==> src/rtl/sm3_msg_expnd.sv <==
// SM3 message expansion: loads one 16-word block, then streams the 64 round operand
// sets (W_j, W'_j, rotated T_j) through a 16-word sliding window.
module sm3_msg_expnd #(
  parameter int WORD_DW   = 32,
  parameter int BLK_WORDS = 16,
  parameter int RND_NUM   = 64
) (
  input  logic               clk,
  input  logic               rst,
  input  logic               clr_i,
  input  logic               msg_valid_i,
  input  logic [WORD_DW-1:0] msg_word_i,
  output logic               msg_ready_o,
  output logic               wj_valid_o,
  input  logic               wj_ready_i,
  output logic [WORD_DW-1:0] wj_o,
  output logic [WORD_DW-1:0] wjj_o,
  output logic [WORD_DW-1:0] tj_o,
  output logic               round_sm_16_o,
  output logic [5:0]         round_o,
  output logic               blk_done_o
);

  typedef enum logic {ST_LOAD, ST_RUN} state_t;

  localparam logic [WORD_DW-1:0] T_LO      = 32'h79CC4519;
  localparam logic [WORD_DW-1:0] T_HI      = 32'h7A879D8A;
  localparam logic [3:0]         LAST_WORD = 4'(BLK_WORDS - 1);
  localparam logic [5:0]         LAST_RND  = 6'(RND_NUM - 1);

  state_t             state;
  logic [3:0]         word_cnt;
  logic [5:0]         round;
  logic [WORD_DW-1:0] w [BLK_WORDS];
  logic [WORD_DW-1:0] w_new;
  logic               run;
  logic               last_rnd;

  function automatic logic [WORD_DW-1:0] rol_var(input logic [WORD_DW-1:0] x,
                                                 input logic [4:0] n);
    logic [2*WORD_DW-1:0] tmp;
    tmp = {x, x} << n;
    return tmp[2*WORD_DW-1:WORD_DW];
  endfunction

  function automatic logic [WORD_DW-1:0] p1(input logic [WORD_DW-1:0] x);
    return x ^ {x[16:0], x[31:17]} ^ {x[8:0], x[31:9]};
  endfunction

  assign run      = (state == ST_RUN);
  assign last_rnd = (round == LAST_RND);

  // Next window word: W_(j+16) from W_j, W_(j+3), W_(j+7), W_(j+10), W_(j+13)
  assign w_new = p1(w[0] ^ w[7] ^ {w[13][16:0], w[13][31:17]})
               ^ {w[3][24:0], w[3][31:25]} ^ w[10];

  assign msg_ready_o   = ~run;
  assign wj_valid_o    = run;
  assign wj_o          = w[0];
  assign wjj_o         = w[0] ^ w[4];
  assign round_o       = round;
  assign round_sm_16_o = run & (round[5:4] == 2'b00);
  assign blk_done_o    = run & last_rnd & wj_ready_i;
  assign tj_o          = !run                  ? '0 :
                         (round[5:4] == 2'b00) ? rol_var(T_LO, round[4:0]) :
                                                 rol_var(T_HI, round[4:0]);

  always_ff @(posedge clk or posedge rst) begin
    if (rst) begin
      state    <= ST_LOAD;
      word_cnt <= '0;
      round    <= '0;
      for (int k = 0; k < BLK_WORDS; k++) w[k] <= '0;
    end else if (clr_i) begin
      state    <= ST_LOAD;
      word_cnt <= '0;
      round    <= '0;
      for (int k = 0; k < BLK_WORDS; k++) w[k] <= '0;
    end else begin
      case (state)
        ST_LOAD: begin
          if (msg_valid_i) begin
            for (int k = 0; k < BLK_WORDS - 1; k++) w[k] <= w[k+1];
            w[BLK_WORDS-1] <= msg_word_i;
            word_cnt       <= word_cnt + 4'd1;
            if (word_cnt == LAST_WORD) begin
              state <= ST_RUN;
              round <= '0;
            end
          end
        end
        ST_RUN: begin
          if (wj_ready_i) begin
            for (int k = 0; k < BLK_WORDS - 1; k++) w[k] <= w[k+1];
            w[BLK_WORDS-1] <= w_new;
            // Window is left stale after the last round; the next load overwrites it
            if (last_rnd) begin
              state    <= ST_LOAD;
              round    <= '0;
              word_cnt <= '0;
            end else begin
              round <= round + 6'd1;
            end
          end
        end
        default: state <= ST_LOAD;
      endcase
    end
  end

endmodule
==> config.mk <==
export PLATFORM = sky130hd
export DESIGN_NAME = sm3_msg_expnd
export DESIGN_NICKNAME = d
export VERILOG_FILES = /design/src/rtl/sm3_msg_expnd.sv
export SDC_FILE = /design/constraint.sdc
export NUM_CORES = 1
export LEC_CHECK = 0
export BUFFER_PORTS_ARGS = -buffer_cell sky130_fd_sc_hd__buf_4
export CAP_MARGIN = 15
export CORE_MARGIN = 5
export CORE_UTILIZATION = 46
export CTS_CLUSTER_SIZE = 30
export DETAILED_ROUTE_END_ITERATION = 16
export PLACE_DENSITY_LB_ADDON = 0.15
export SLEW_MARGIN = 0
export SYNTH_ARGS = -nofsm -noshare
export SYNTH_HDL_FRONTEND = slang
export SYNTH_SLANG_ARGS = --single-unit
==> constraint.sdc <==
create_clock -name clk -period 17.05 [get_ports clk]
set_clock_uncertainty 0.2 [all_clocks]
set_input_delay 0.8525 -clock clk [delete_from_list [all_inputs] [get_ports clk]]
set_output_delay 0.8525 -clock clk [all_outputs]
set_load 0.05 [all_outputs]
==> impl_metrics.yaml <==
synth:
  yosys_register_bits: 523
  muxShareOfSynthArea: 0.03035
  synthDominantCellAreaShare: 0.5327
  synth_area_um2: 24570
  ys_async_sr_fraction: 1.000
  yosys.cell_count.top_type: "nand2_1"
  netlist_instances: 2780
  ys_top_cells_by_area: "dfrtp_1 (53%), nand2_1 (15%), a21oi_1 (11%)"
  synth_nets: 2828
  yosysTopAreaCell: "dfrtp_1"
  synth-adder-area-share: 0.005602
  synth_common_cells: "nand2_1 (991), a21oi_1 (526), dfrtp_1 (523)"
  synth-compound-area-share: 0.1346
  synth.avg_cell_area_um2: 8.838
  synth_flop_cell: "dfrtp_1"
  yosys_warnings: 0
  synth_top_family_by_area: "simple AND/OR/NAND/NOR gates"
  synth-simple-area-share: 0.1719
  synth_xor_area_frac: 0.08056
  ys_types: 51
  synth_edf_count: 0
  ys_seq_area_frac: 0.5327
route:
  route.detailed.drc: 0
  via_count: 19157
  vias_per_cell: 5.464
  routedWlPerCell_um: 19.84
  wirelength_um: 69560
  drt_iter0_markers: 2264
  ant_nets: 0
  drt_pass1_iterations: 6
grt:
  grt_max_degree: 229
  grt_pass1_vias: 18174
  grt_use_met3: 0.04114
  met2_usage: 0.3592
  use_met1: 0.3490
  grt_pass1_wl_um: 107800
  antenna_found_initial: 0
  busiest_layer: "met2"
  grt_overflow: 0
  grt.total_usage: 0.2358
floorplan:
  die_w_um: 241.1
  num_rows: 84
  start_util: 0.4657
  pin_count: 143
  core_area_um2: 52760
  dieArea_um2: 58130
  die_h_um: 241.1
status:
  status: "finished, final reports clean"
cts:
  cts_max_level: 2
  cts.repair.resized: 0
  cts_buffers: 56
  hold_buffers: 0
  post_cts_buffers: 0
  clock_latency_ns: 0.61
  clockBufferDepth: 3
  cts_tree: "done"
  root_buffer: "clkbuf_16"
  cts_sinks: 523
  clk_pin_slew_ns: 0.06
setup_path:
  cp.required_ns: 16.00
  worstPathMaxFanout: 20
  path_class: "reg -> out"
  cpMaxStageDelayCell: "dfrtp_1"
  reg2reg_to: "wj_o[27]$_DFFE_PP0P_"
  crit_end: "tj_o[15]"
  max_stage_delay_ns: 0.81
  rr_worst_depth: 7
  critPathLaunch: "round_o[0]$_DFFE_PP0P_"
  path_cells: "inv_1, ha_1, inv_1, mux4_2, mux4_2, and2_1, buf_4"
  reg2reg_from: "wj_valid_o$_DFF_PP0_"
  rrSetupSlack_ns: 12.84
  end_kind: "primary output"
  cp-start-kind: "flip-flop"
  arrival_ns: 3.73
pwr:
  p_leak_nw: 11.90
  vdd_drop_max_uv: 96.27
  powerDensity_nw_per_um2: 95.47
sta:
  setup_viol: 0
  tightestPinTransition_ns: 1.117
  setup_tns_ns: 0
  fin_crit_ns: 4.785
  rsz0062_at_grt: "false"
  report.final.slew_viol_count: 0
  fmax_mhz: 209.0
  fin_crit_sh: 0.2806
  hold_viol_final: 0
  relSlewSlack: 0.2553
layout:
  nNetsFinal: 2821
  fin_cells: 3506
  insertedDiodeCount: 0
  drive_gt1_frac: 0.1107
  fin_area_um2: 27590
  syn_to_final_growth_pct: 12.30
place:
  dp_hpwl_um: 45230
  dp_cells: 3403
  routabilityCongestion: 0.8709
  io_buffer_count: 142
  place_area_um2: 25740
worst_hold_path:
  hold_class: "in -> async"
flow_run:
  maxCapViolCount: 0
## where the power goes
group	total (W)	switching [W]	internal, W
Sequential	0.00127	0.0000111	0.00126
Clock	0.00122	0.000508	0.000713
Combinational	0.000146	0.000115	0.0000304
## through the flow
stage / util / hold slack (ns) / worst slack [ns] / power (W)
global route: 0.5230 / 0.2687 / 12.10 / 0.002726
detailed placement: 0.4878 / 0.2657 / 12.72 / 0.001437
finish: 0.5230 / 0.1786 / 12.27 / 0.002634
global placement: 0.4878 / 0.2575 / 12.76 / 0.001435
floorplan: - / 0.2773 / 1.386 / 0.001387
CTS: 0.5230 / 0.2388 / 12.22 / 0.002663
## flip-flops by register name (all words and copies together) (netlist names)
| register | flops |
|---|---|
| round_o | 6 |
| w | 480 |
| wj_o | 32 |
| wj_valid_o | 1 |
| word_cnt | 4 |
## worst min path at each step
stage	from	endpoint	slack, ns
floorplan	word_cnt[0]$_DFFE_PP0P_	word_cnt[0]$_DFFE_PP0P_	0.28
global placement	round_o[2]$_DFFE_PP0P_	round_o[2]$_DFFE_PP0P_	0.26
detailed placement	round_o[2]$_DFFE_PP0P_	round_o[2]$_DFFE_PP0P_	0.27
CTS	rst	w[55]$_DFFE_PP0P_	0.24
global route	rst	wj_o[4]$_DFFE_PP0P_	0.27
finish	rst	w[56]$_DFFE_PP0P_	0.18
## cell families (layout without fill, tap and decap cells)
group / after synthesis / count (layout)
fa+ha+maj: 11 / 11
flops: 523 / 523
mux: 50 / 50
simple gates: 1096 / 1096
xor+xnor: 226 / 226
buf+inv: 249 / 287
compound gates: 625 / 625
## metal layers
| metal | up-vias | part of all wire | wire (um) |
|---|---|---|---|
| met5 | - | 0 | 0 |
| li1 | 9023 | - | - |
| met1 | 9560 | 0.45 | 31370 |
| met2 | 469 | 0.46 | 32120 |
| met4 | 0 | 0.030 | 2110 |
| met3 | 105 | 0.057 | 3952 |
## area by class of cell
| type | count | area (um2) |
|---|---|---|
| fillers | 4953 | 25170 |
| flip-flops and latches | 523 | 13090 |
| multi-input cells | 2008 | 10420 |
| clock buffers | 85 | 1692 |
| repair buffers | 168 | 1294 |
| well taps | 688 | 860.8 |
| clock inverters | 18 | 161.4 |
| inverters | 16 | 72.57 |
## cells in the final DEF (no fill, tap or decap), drive strengths merged, types with 9 or more instances in the layout
cell type  instances
a21oi            526
buf              168
clkbuf            85
clkinv            14
dfrtp            523
ha                11
inv               17
mux2              17
mux2i             16
mux4              17
nand2            991
nand2b             9
nor2              62
o21ai             26
o22ai             32
xnor2            160
xor2              66
## critical path, delay by kind of cell (launching register included)
kind | cells | cell delay, ns
flip-flops | 1 | 0.81
buffers and inverters | 3 | 0.65
AND/OR/NAND/NOR | 1 | 0.17
adder cells (fa/ha/maj) | 1 | 0.53
multiplexers | 2 | 0.98
(Power assumes the default switching activity.)
